==> src/rtl/mem_stage.sv <==
// ---------------------------------------------------------------------------
// mem_stage -- memory-access stage of the LoongArch32 5-stage pipeline.
// It holds one instruction between EX and WB, waits for the data-SRAM
// response of loads issued in EX, aligns and extends the load data, and
// buffers that data while WB applies backpressure. It also gives the decode
// stage forwarding and stall information.
//
// Ports:
//   clk, resetn            clock, asynchronous active-low reset
//   ms_allowin             MS can accept an instruction this cycle
//   es_to_ms_valid/_bus    instruction from EX
//   ws_allowin             WB can accept
//   ms_to_ws_valid/_bus    completed instruction towards WB
//   data_sram_data_ok      one-cycle pulse: read data returned
//   data_sram_rdata        read data, valid while data_ok=1
//   ms_to_ds_dest/_result  forwarding towards decode
//   ms_to_ds_stall         decode must wait for the MS result
//
// Build option:
//   MS_LOAD_BYPASS_EN      when defined, load data is forwarded to decode in
//                          the cycle it returns (or from the buffer);
//                          otherwise any load in MS stalls decode.
// ---------------------------------------------------------------------------
module mem_stage #(
  parameter int unsigned ES_TO_MS_BUS_WD = 76,
  parameter int unsigned MS_TO_WS_BUS_WD = 71
) (
  input  logic                       clk,
  input  logic                       resetn,
  output logic                       ms_allowin,
  input  logic                       es_to_ms_valid,
  input  logic [ES_TO_MS_BUS_WD-1:0] es_to_ms_bus,
  input  logic                       ws_allowin,
  output logic                       ms_to_ws_valid,
  output logic [MS_TO_WS_BUS_WD-1:0] ms_to_ws_bus,
  input  logic                       data_sram_data_ok,
  input  logic [31:0]                data_sram_rdata,
  output logic [4:0]                 ms_to_ds_dest,
  output logic [31:0]                ms_to_ds_result,
  output logic                       ms_to_ds_stall
);

  localparam logic [1:0] SIZE_BYTE = 2'b00;
  localparam logic [1:0] SIZE_HALF = 2'b01;

  // Pipeline and load-buffer state
  logic                       r_ms_valid;
  logic [ES_TO_MS_BUS_WD-1:0] r_es_bus;
  logic                       r_buf_valid;
  logic [31:0]                r_buf;

  // Fields of the latched EX bus
  logic        w_res_from_mem;
  logic [1:0]  w_mem_size;
  logic        w_mem_unsigned;
  logic        w_gr_we;
  logic [4:0]  w_dest;
  logic [31:0] w_alu_result;
  logic [31:0] w_pc;
  logic        w_no_dest;
  logic        w_req_issued;

  assign w_res_from_mem = r_es_bus[75];
  assign w_mem_size     = r_es_bus[74:73];
  assign w_mem_unsigned = r_es_bus[72];
  assign w_gr_we        = r_es_bus[71];
  assign w_dest         = r_es_bus[70:66];
  assign w_alu_result   = r_es_bus[65:34];
  assign w_pc           = r_es_bus[33:2];
  assign w_no_dest      = r_es_bus[1];
  assign w_req_issued   = r_es_bus[0];

  // Handshake: a load with an outstanding request completes on data_ok or
  // once its data has been parked in the buffer.
  logic w_need_data;
  logic w_ready_go;
  logic w_handoff;
  logic w_buf_set;

  assign w_need_data    = w_res_from_mem & w_req_issued;
  assign w_ready_go     = !w_need_data || data_sram_data_ok || r_buf_valid;
  assign ms_to_ws_valid = r_ms_valid && w_ready_go;
  assign ms_allowin     = !r_ms_valid || (w_ready_go && ws_allowin);
  assign w_handoff      = ms_to_ws_valid && ws_allowin;
  // data_ok is only meaningful for the waiting load and only once
  assign w_buf_set      = r_ms_valid && w_need_data && data_sram_data_ok &&
                          !r_buf_valid && !ws_allowin;

  // Load alignment and extension
  logic [31:0] w_load_src;
  logic [31:0] w_load_shifted;
  logic [31:0] w_load_data;
  logic [31:0] w_final_result;

  assign w_load_src     = r_buf_valid ? r_buf : data_sram_rdata;
  assign w_load_shifted = w_load_src >> {w_alu_result[1:0], 3'b000};

  always_comb begin
    w_load_data = w_load_src;
    case (w_mem_size)
      SIZE_BYTE: w_load_data = {{24{!w_mem_unsigned && w_load_shifted[7]}},
                                w_load_shifted[7:0]};
      SIZE_HALF: w_load_data = {{16{!w_mem_unsigned && w_load_shifted[15]}},
                                w_load_shifted[15:0]};
      default:   w_load_data = w_load_src;
    endcase
  end

  assign w_final_result = w_res_from_mem ? w_load_data : w_alu_result;

  assign ms_to_ws_bus = {w_gr_we, w_dest, w_final_result, w_pc, w_no_dest};

  // Forwarding towards decode
  logic w_data_avail;
`ifdef MS_LOAD_BYPASS_EN
  assign w_data_avail = data_sram_data_ok || r_buf_valid;
`else
  assign w_data_avail = 1'b0;
`endif

  assign ms_to_ds_dest   = w_dest & {5{r_ms_valid && !w_no_dest && w_gr_we}};
  assign ms_to_ds_result = w_final_result;
  assign ms_to_ds_stall  = r_ms_valid && w_res_from_mem && w_gr_we &&
                           !w_no_dest && !w_data_avail;

  // Pipeline register
  always_ff @(posedge clk or negedge resetn) begin
    if (!resetn) begin
      r_ms_valid <= 1'b0;
      r_es_bus   <= '0;
    end else begin
      if (ms_allowin) begin
        r_ms_valid <= es_to_ms_valid;
      end
      if (es_to_ms_valid && ms_allowin) begin
        r_es_bus <= es_to_ms_bus;
      end
    end
  end

  // Load data buffer: holds returned data while WB is stalled
  always_ff @(posedge clk or negedge resetn) begin
    if (!resetn) begin
      r_buf_valid <= 1'b0;
      r_buf       <= '0;
    end else begin
      if (w_handoff) begin
        r_buf_valid <= 1'b0;
      end else if (w_buf_set) begin
        r_buf_valid <= 1'b1;
        r_buf       <= data_sram_rdata;
      end
    end
  end

endmodule

==> config.mk <==
export PLATFORM = sky130hd
export DESIGN_NAME = mem_stage
export DESIGN_NICKNAME = d
export VERILOG_FILES = /design/src/rtl/mem_stage.sv
export SDC_FILE = /design/constraint.sdc
export NUM_CORES = 1
export LEC_CHECK = 0
export BUFFER_PORTS_ARGS = -buffer_cell sky130_fd_sc_hd__buf_4
export CAP_MARGIN = 20
export CORE_AREA = 2 2 127 129
export CTS_CLUSTER_DIAMETER = 30
export DETAILED_ROUTE_END_ITERATION = 12
export DIE_AREA = 0 0 129 131
export GPL_TIMING_DRIVEN = 0
export PLACE_DENSITY = 0.72
export SETUP_SLACK_MARGIN = 0.05
export SLEW_MARGIN = 10
export SYNTH_ARGS = -nofsm -noshare
export SYNTH_HDL_FRONTEND = slang
export SYNTH_SLANG_ARGS = --single-unit
export TNS_END_PERCENT = 5
==> constraint.sdc <==
create_clock -name clk -period 5.8 [get_ports clk]
set_input_delay 0.58 -clock clk [delete_from_list [all_inputs] [get_ports clk]]
set_output_delay 0.58 -clock clk [all_outputs]
set_load 0.02 [all_outputs]
==> flow_summary_export.csv, run 1 <==
group,metric,value,unit
status,status,"finished clean",
floorplanning,top_level_ports,224,
pwr,powerDensity,397,nW/um^2
route,num_vias,4804,
critical_path,crit_type,"flip-flop to output port",
placed_design,post-place-ws,2.65,ns
clocking,post_cts_buffers,0,
clocking,cts_tree,"yes",
synthesis,synthArstFlopShare,1.00,
timing,fin_crit,3.40,ns
placed_design,placed_cell_area,8050,um^2
clocking,cts_resized,0,
timing,setup_violations,0,
min_path,hold_class,"primary input to async pin",
timing,setup_tns,0,ns
critical_path,worst_path_most_repeated_cell,"buf_4",
global_route,grt_antenna_before_repair,0,
timing,drv_slew,0,
critical_path,setup.worst_path.end_class,"output port",
synthesis,ys_top_cells_by_count,"134 x mux2_2, 110 x dfrtp_1, 78 x buf_4",
clocking,cts_inserted_buffers,9,
route,ant_nets,0,
route,drt_drc_violations_left,0,
critical_path,path_cells,"mux2_2 -> a222oi_1 -> a2bb2oi_4 -> buf_4 -> a31oi_1 -> buf_4 -> buf_4",
final_layout,layout-drive-gt1-share,0.635,
floorplanning,fp.dieArea,16900,um^2
synthesis,ys_ff_latch,110,
pwr,fin_total_pwr,3.33,mW
final_layout,fillerInstances,1364,
route,drt_iter0_drc,179,
critical_path,crit_path_start_kind,"flip-flop",
synthesis,yosysWarnings,0,
timing,setup_slack,2.40,ns
pwr,irDropWorstVdd,220,uV
synthesis,synth.distinct_cells,42,
clocking,cts.hold.buffers_added,0,
final_layout,final_nets,858,
timing,finClkSkew,0.0118,ns
route,vias_per_cell,4.97,
placed_design,gp_congestion,0.859,
pwr,p_leak,3.89,nW
synthesis,synth.top_cell.area_share,0.451,
timing,rsz0062_at_grt,"no",
synthesis,synth_flop_cell,"dfrtp_1",
global_route,grt_pass1_wl,26800,um
synthesis,syn_inst,510,
synthesis,synth-edff-count,0,
synthesis,syn_area,6100,um^2
clocking,path_clk_slew,0.07,ns
synthesis,seq_area_frac_synth,0.451,
timing,finalHoldViolCount,0,
timing,hold-worst-slack,0.114,ns
final_layout,fin_util,0.537,
critical_path,critPathMaxStageDelay,0.63,ns
global_route,first_global_vias,4942,
clocking,cts_root_buffer,"clkbuf_16",
global_route,grt_usage,0.211,
clocking,h-tree-depth,3,
synthesis,avgSynthCellArea,12.0,um^2
synthesis,syn_nets,623,
synthesis,yosys-top-cells-area,"dfrtp_1 45%, mux2_2 25%, buf_4 9.6%, mux4_2 2.6%, nand2_1 2.0%",
critical_path,startpoint,"r_buf_valid",
final_layout,num_antenna_cells,0,
floorplanning,start_util,0.391,
clocking,clock_latency,0.35,ns
run,cap_violations,0,
route,wl_per_cell,18.5,um
critical_path,slowest_stage,"a222oi_1",
floorplanning,core.rowCount,46,
clocking,clockBufferDepth,2,
floorplanning,die_h,131,um
floorplanning,core_area,15600,um^2
global_route,grt-ovfl-total,0,
placed_design,dp_hpwl,14000,um
placed_design,place.port_buffers,223,
global_route,grt_max_degree,111,
timing,period_share,0.586,
final_layout,final_cells,966,
route,drtPass1Iterations,5,
clocking,cts.sinks,110,
critical_path,worstPathMaxFanout,10,
final_layout,area_delta_synth_final,37.3,%
critical_path,cp_data_required_time,5.22,ns
critical_path,worstPathArrival,2.82,ns
timing,slew-limit-headroom,0.559,
critical_path,r2r_start,"r_buf_valid",
synthesis,yosysMostFrequentCell,"mux2_2",
timing,fmax,294,MHz
route,wirelength,17900,um
timing,tightest_slew,0.662,ns
synthesis,yosys.area.top_type,"dfrtp_1",
final_layout,final_area,8370,um^2
placed_design,dpl.cell_count,949,
floorplanning,die_w,129,um
## cells in the final DEF (no fill, tap or decap), types with 6 or more instances in the layout
| master | Yosys | layout |
|---|---|---|
| a22oi_1 | 7 | 7 |
| a31oi_1 | 17 | 17 |
| and2_1 | 6 | 6 |
| buf_2 | 11 | 11 |
| buf_4 | 78 | 300 |
| clkbuf_1 | 13 | 14 |
| clkbuf_16 | 0 | 9 |
| dfrtp_1 | 110 | 110 |
| mux2_2 | 134 | 134 |
| mux2i_1 | 8 | 8 |
| mux4_2 | 7 | 7 |
| nand2_1 | 32 | 32 |
| nor2_1 | 23 | 23 |
| o211ai_1 | 6 | 6 |
| o21a_1 | 7 | 7 |
## layer usage
layer	track usage	up-vias	wire length (um)	share of wire
met4	0.0480	0	236	0.013
met3	0.0680	18	1320	0.074
met2	0.380	190	9270	0.52
li1	-	2211	-	-
met1	0.246	2385	7020	0.39
met5	0	-	0	0
## cells by family (layout without fill, tap and decap cells)
group / after synthesis / count (layout) / synth area share
AOI/OAI and AO/OA: 64 / 64 / 0.0798
buffers and inverters: 105 / 345 / 0.115
DFF: 110 / 110 / 0.451
and+or+nand+nor: 81 / 81 / 0.0648
muxes: 150 / 150 / 0.289
## state kept, by name (all words and copies together) (netlist names)
signal	count
r_buf	32
r_buf_valid	1
r_es_bus	76
r_ms_valid	1
## final timing paths
kind | to | slack [ns] | cells after the start
min in group clk | r_ms_valid | 0.44 | 2
setup reg to reg | r_es_bus[35] | 3.50 | 7
hold reg to reg | r_buf[7] | 0.50 | 1
max in group asynchronous | r_es_bus[16] | 5.00 | 2
setup / recovery | ms_to_ws_bus[55] | 2.40 | 7
hold / removal | r_es_bus[34] | 0.11 | 1
## power by group
group	internal, mW	total, mW	switching (mW)
logic	0.810	1.58	0.774
registers	0.982	1.11	0.130
clock network	0.347	0.631	0.283
total	2.14	3.33	1.19
## critical path: cells and delay by family (launching register included)
family	cells	cell delay, ns
compound gates	3	1.09
buf+inv	3	0.55
flops	1	0.43
mux	1	0.40
## area by class of cell
class	count	area, um^2	area share
Inverter	3	11.3	0.00135
Tap cell	216	270	0.0323
Clock inverter	5	56.3	0.00673
Multi-Input combinational cell	295	2640	0.316
Clock buffer	11	243	0.0290
Timing Repair Buffer	224	1710	0.204
Sequential cell	110	2750	0.329
Buffer	102	689	0.0823
No activity file was read; power rests on OpenSTA's default activity.
==> inputs of run 2 (changes only) <==
Settings changed: PLACE_DENSITY 0.72 to 0.75.
Clock period 5.8 ns to 3 ns, I/O delays scaled along.
==> run 2 against run 1 <==
Utilization is 0.19 points higher. Critical path depth is 1 lower. Clock skew is 0.0045 ns lower. Final cell count is 0.10% higher. Die area stayed put. Combinational power is 94% higher. Sequential cell count stayed put. Worst hold slack better by 0.033 ns. Via count is 1.8% lower. Power is 91% higher. Largest power group unchanged.
==> flow_summary_export.csv, run 2 (same netlist as run 1, synthesis figures left out) <==
group,metric,value,unit
placed_design,place.port_buffers,223,
critical_path,slowest_stage,"mux4_2",
floorplanning,start_util,0.391,
timing,fmax,345,MHz
critical_path,cp_num_buf_inv,2,
critical_path,r2r_start,"r_buf_valid",
pwr,power_frac_clock,0.181,
route,wirelength,17400,um
pwr,p_comb_frac,0.483,
global_route,grt_max_degree,84,
route,vias_per_cell,4.88,
final_layout,final_area,8400,um^2
global_route,grt_pass1_wl,26100,um
critical_path,startpoint,"r_buf_valid",
timing,fin_crit,2.90,ns
final_layout,fillerInstances,1398,
final_layout,num_antenna_cells,0,
timing,setup_violations,0,
timing,drv_slew,0,
timing,tightest_slew,0.669,ns
floorplanning,die_h,131,um
critical_path,worst_path_most_repeated_cell,"buf_4",
timing,finalHoldViolCount,0,
final_layout,regMostFlops,"r_es_bus",
timing,finClkSkew,0.00729,ns
placed_design,gp_congestion,0.896,
global_route,grt_usage,0.207,
run,cap_violations,0,
clocking,path_clk_slew,0.07,ns
floorplanning,core_area,15600,um^2
final_layout,layout-drive-gt1-share,0.638,
timing,setup_tns,0,ns
global_route,first_global_vias,4795,
global_route,grt-ovfl-total,0,
status,status,"finished clean",
pwr,intPower,4.09,mW
clocking,cts_root_buffer,"clkbuf_16",
clocking,clock_latency,0.35,ns
placed_design,placed_cell_area,8070,um^2
clocking,cts_inserted_buffers,9,
final_layout,final_cells,967,
critical_path,worstPathMaxFanout,5,
floorplanning,fp.dieArea,16900,um^2
critical_path,critPathMaxStageDelay,0.55,ns
pwr,irDropWorstVdd,447,uV
clocking,clockBufferDepth,2,
final_layout,final_nets,860,
floorplanning,die_w,129,um
critical_path,worstPathArrival,2.60,ns
final_layout,layout_common_cells,"301 x buf_4, 133 x mux2_2, 109 x dfrtp_1, 32 x nand2_1, 23 x nor2_1",
critical_path,crit_path_start_kind,"flip-flop",
pwr,switching_power,2.27,mW
final_layout,fin_util,0.539,
timing,period_share,0.966,
route,drtPass1Iterations,5,
critical_path,cp_top_family,"multiplexers",
placed_design,dpl.cell_count,950,
clocking,h-tree-depth,3,
route,wl_per_cell,18.0,um
pwr,p_leak,3.89,nW
global_route,grt_antenna_before_repair,0,
pwr,netSwitchingFraction,0.357,
critical_path,setup.worst_path.end_class,"output port",
clocking,cts_tree,"yes",
critical_path,cp_data_required_time,2.70,ns
final_layout,area_delta_synth_final,37.8,%
pwr,powerDensity,756,nW/um^2
clocking,cts.sinks,110,
route,num_vias,4718,
route,ant_nets,0,
route,drt_iter0_drc,258,
final_layout,top_regs,"r_es_bus: 76 flops, r_buf: 32 flops",
floorplanning,top_level_ports,224,
timing,slew-limit-headroom,0.554,
timing,rsz0062_at_grt,"yes",
floorplanning,core.rowCount,46,
final_layout,largest_reg_flops,76,
min_path,hold_class,"primary input to flip-flop",
final_layout,final_common_cell,"buf_4",
route,drt_drc_violations_left,0,
critical_path,path_cells,"mux2_2 -> mux4_2 -> and2_4 -> o32a_1 -> buf_4 -> buf_4",
placed_design,dp_hpwl,13300,um
min_path,hold_start,"es_to_ms_valid",
critical_path,crit_type,"flip-flop to output port",
pwr,pwr-share-seq,0.336,
-- run 2: cell types whose count changed in the layout (fill, tap and decap cells not counted), moves of 2 or more --
cell | previous run | this run
clkbuf_1 | 14 | 16
a31oi_1 | 17 | 15
buf_2 | 11 | 9
a31oi_2 | 0 | 2
-- run 2: cell type report --
| type | instances | area, um^2 | share of cell area |
|---|---|---|---|
| Buffer | 102 | 698 | 0.0831 |
| Clock buffer | 14 | 264 | 0.0314 |
| Clock inverter | 1 | 5.00 | 0.000596 |
| Inverter | 3 | 15.0 | 0.00179 |
| Multi-Input combinational cell | 295 | 2670 | 0.318 |
| Sequential cell | 110 | 2750 | 0.328 |
| Tap cell | 216 | 270 | 0.0322 |
| Timing Repair Buffer | 226 | 1720 | 0.205 |
-- run 2: layer usage --
layer / wire length, um / vias up / track usage
met2: 8480 / 215 / 0.340
met4: 318 / 0 / 0.0601
met5: 0 / - / 0
met3: 1510 / 24 / 0.0688
li1: - / 2211 / -
met1: 7080 / 2268 / 0.262
-- run 2: power by group through the flow --
stage | clock (mW) | combinational (mW) | sequential [mW]
6_report | 1.15 | 3.07 | 2.14
3_3_place_gp | 0 | 3.01 | 2.13
3_5_place_dp | 0 | 3.05 | 2.16
4_1_cts | 1.17 | 3.07 | 2.13
5_1_grt | 1.23 | 3.28 | 2.20
2_1_floorplan | 0 | 1.97 | 2.08
-- run 2: path summary, 6_finish.rpt --
check                                    to  slack (ns)  depth (start not counted)
min                              r_ms_valid        0.15                          2
max reg2reg                    r_es_bus[35]        0.73                          7
min in group asynchronous          r_buf[8]        0.39                          2
min reg2reg                        r_buf[2]        0.50                          1
max in group asynchronous      r_es_bus[55]        1.90                          3
max                        ms_to_ws_bus[42]        0.10                          6
-- run 2: repair_timing --
item / in CTS / in global routing
hold buffers: 1 / 0
endpoints found under the hold margin: 27 / 0
resized for setup: 2 / 8
pin swaps: 1 / 0
setup endpoints to repair: 15 / 29
setup buffers: 1 / 0
-- run 2: per-stage QoR --
stage	worst slack (ns)	hold WS [ns]	power (mW)
floorplan	0.591	0.00441	4.06
global placement	0.345	0.483	5.14
detailed placement	0.336	0.194	5.21
CTS	0.0589	0.138	6.37
global route	0.0198	0.138	6.71
finish	0.101	0.147	6.35
==> inputs of run 3 (changes only) <==
Settings changed: ABC_AREA set to 1, CORE_AREA 2 2 127 129 to 4 4 133 135, DIE_AREA 0 0 129 131 to 0 0 137 139, PLACE_DENSITY 0.75 to 0.74.
==> run 3 against run 2 <==
Area after synthesis up 6.1%. Setup slack better by 0.094 ns. Worst hold slack better by 0.016 ns. Non-clock buffer count up 16. Power up 5.0%. Register-to-register slack better by 0.50 ns. Sequential cell count unchanged. Via count up 33%. Utilization down 0.50 points. Clock skew up 0.0044 ns. Sequential power about the same. Final cell count up 38%. Largest power group unchanged.
==> flow_summary_export.csv, run 3 <==
group,metric,value,unit
clocking,cts_root_buffer,"clkbuf_16",
route,ant_nets,0,
global_route,met1_usage,0.270,
final_layout,final_area,8790,um^2
min_path,hold_class,"primary input to flip-flop",
clocking,path_clk_slew,0.08,ns
pwr,power_frac_clock,0.195,
timing,rsz0062_at_grt,"no",
placed_design,gp_congestion,0.905,
clocking,cts.sinks,110,
timing,finClkSkew,0.0117,ns
synthesis,syn_nets,982,
final_layout,final_common_cell,"buf_4",
final_layout,num_antenna_cells,0,
floorplanning,die_w,137,um
global_route,grt_usage,0.220,
timing,period_share,0.935,
clocking,post_cts_buffers,0,
route,drt_iter0_drc,473,
route,wirelength,20700,um
route,vias_per_cell,4.71,
synthesis,ys_top_cells_by_count,"291 x nand2_1, 110 x dfrtp_1, 104 x nand3_1",
floorplanning,die_h,139,um
global_route,first_global_vias,6420,
route,num_vias,6265,
critical_path,worstPathMaxFanout,10,
synthesis,synth-edff-count,0,
critical_path,setup.worst_path.end_class,"output port",
critical_path,cp_data_required_time,2.70,ns
timing,finalHoldViolCount,0,
final_layout,top_regs,"r_es_bus: 76 flops, r_buf: 32 flops",
synthesis,seq_area_frac_synth,0.425,
pwr,netSwitchingFraction,0.394,
pwr,intPower,4.04,mW
final_layout,layout-drive-gt1-share,0.355,
critical_path,crit_path_start_kind,"flip-flop",
final_layout,area_delta_synth_final,35.8,%
timing,fmax,357,MHz
placed_design,placed_cell_area,8450,um^2
placed_design,place.port_buffers,223,
critical_path,r2r_slack,1.23,ns
timing,setup_tns,0,ns
final_layout,largest_reg_flops,76,
route,wl_per_cell,15.5,um
pwr,powerDensity,759,nW/um^2
timing,tightest_slew,0.646,ns
final_layout,final_nets,1218,
route,drtPass1Iterations,5,
global_route,grt-ovfl-total,0,
final_layout,fin_util,0.534,
pwr,switching_power,2.63,mW
pwr,fin_total_pwr,6.67,mW
run,cap_violations,0,
synthesis,yosysMostFrequentCell,"nand2_1",
clocking,clock_latency,0.36,ns
status,status,"finished clean",
global_route,grt_use_met3,0.0573,
pwr,p_comb_frac,0.486,
floorplanning,top_level_ports,224,
global_route,met2_usage,0.376,
critical_path,crit_type,"flip-flop to output port",
pwr,irDropWorstVdd,306,uV
global_route,gr-max-usage-layer,"met2",
critical_path,worstPathArrival,2.50,ns
pwr,pwr-share-seq,0.319,
timing,hold-worst-slack,0.163,ns
synthesis,yosysWarnings,0,
synthesis,synthArstFlopShare,1.00,
timing,setup_violations,0,
final_layout,layout_common_cells,"295 x buf_4, 291 x nand2_1, 109 x dfrtp_1, 104 x nand3_1, 64 x inv_1",
global_route,grt_antenna_before_repair,0,
pwr,p_leak,4.89,nW
synthesis,yosys.area.top_type,"dfrtp_1",
synthesis,avgSynthCellArea,7.45,um^2
floorplanning,core.rowCount,47,
synthesis,yosys-top-cells-area,"dfrtp_1 43%, nand2_1 17%, buf_4 8.5%, nand3_1 8.0%, a21oi_1 3.9%",
synthesis,synth.top_cell.area_share,0.425,
floorplanning,start_util,0.393,
synthesis,synth.distinct_cells,31,
timing,drv_slew,0,
synthesis,synth_flop_cell,"dfrtp_1",
floorplanning,core_area,16500,um^2
synthesis,syn_area,6470,um^2
clocking,clockBufferDepth,2,
clocking,cts_inserted_buffers,9,
global_route,grt_pass1_wl,33000,um
route,drt_drc_violations_left,0,
placed_design,dp_hpwl,16600,um
clocking,h-tree-depth,3,
synthesis,syn_inst,869,
timing,fin_crit,2.80,ns
final_layout,regMostFlops,"r_es_bus",
floorplanning,fp.dieArea,19000,um^2
synthesis,ys_ff_latch,110,
clocking,cts_tree,"yes",
timing,slew-limit-headroom,0.569,
global_route,grt_max_degree,69,
[run 3: cell types whose count changed in the layout (fill, tap and decap cells not counted), sizes merged, moves of 7 or more]
cell   change
nand2    +261
mux2     -119
nand3    +105
inv       +68
a21oi     +50
o21ai     +26
or2       +23
a31oi     -16
nor2      +15
mux2i      -8
and2       -7
mux4       -7
o21a       -7
[run 3: layer usage]
layer,wire [um],vias to the layer above,part of all wire
met5,0,-,0
met4,400,0,0.019
met3,1640,27,0.079
met2,10300,206,0.50
met1,8280,2894,0.40
li1,-,3138,-
[run 3: through the flow]
stage / worst slack, ns / std cells
4_1_cts: 0.0890 / 1330
6_report: 0.195 / 1330
2_1_floorplan: 0.923 / 869
5_1_grt: 0.0774 / 1330
3_5_place_dp: 0.493 / 1313
3_3_place_gp: 0.469 / 1312
[run 3: final timing paths]
kind	depth (start not counted)	startpoint	end
worst min-delay path	3	es_to_ms_bus[26]	r_es_bus[26]
min in group asynchronous	2	resetn	r_buf[28]
max in group asynchronous	3	resetn	r_es_bus[46]
worst max-delay path	11	r_buf_valid	ms_to_ws_bus[42]
worst min register to register	2	r_es_bus[64]	r_es_bus[64]
worst max register to register	6	r_buf_valid	r_es_bus[60]
[run 3: cell type report]
class | count | area (um^2)
Clock buffer | 10 | 239
Timing Repair Buffer | 225 | 1720
Buffer | 119 | 802
Sequential cell | 110 | 2750
Clock inverter | 6 | 81.3
Fill cell | 1651 | 7680
Inverter | 67 | 253
Tap cell | 220 | 275
Multi-Input combinational cell | 573 | 2670
[run 3: worst max-delay path: stages (launching register included)]
cell and delay [ns]:
dfrtp_2 0.48, clkinv_2 0.15, clkbuf_1 0.36, nand2_1 0.12
nand3_1 0.14, nand3_1 0.09, a21oi_1 0.19, nand3_1 0.11
nand2_1 0.11, inv_1 0.10, buf_4 0.14, buf_4 0.14
[run 3: cells by family after synthesis]
group | count (synthesis) | share of synthesized area
and+or+nand+nor | 467 | 0.312
buffers and inverters | 186 | 0.162
DFF | 110 | 0.425
AOI/OAI and AO/OA | 90 | 0.0727
muxes | 16 | 0.0278
[run 3: timing repair]
item,CTS,global route
endpoints found under the hold margin,42,0
setup endpoints to repair,0,13
hold buffers,1,0
gates resized for setup,0,5
[run 3: power by group through the flow]
stage	sequential, mW	clock (mW)	combinational, mW
2_1_floorplan	2.08	0	2.08
3_3_place_gp	2.13	0	3.22
3_5_place_dp	2.15	0	3.27
4_1_cts	2.13	1.32	3.27
5_1_grt	2.18	1.37	3.55
6_report	2.13	1.30	3.24
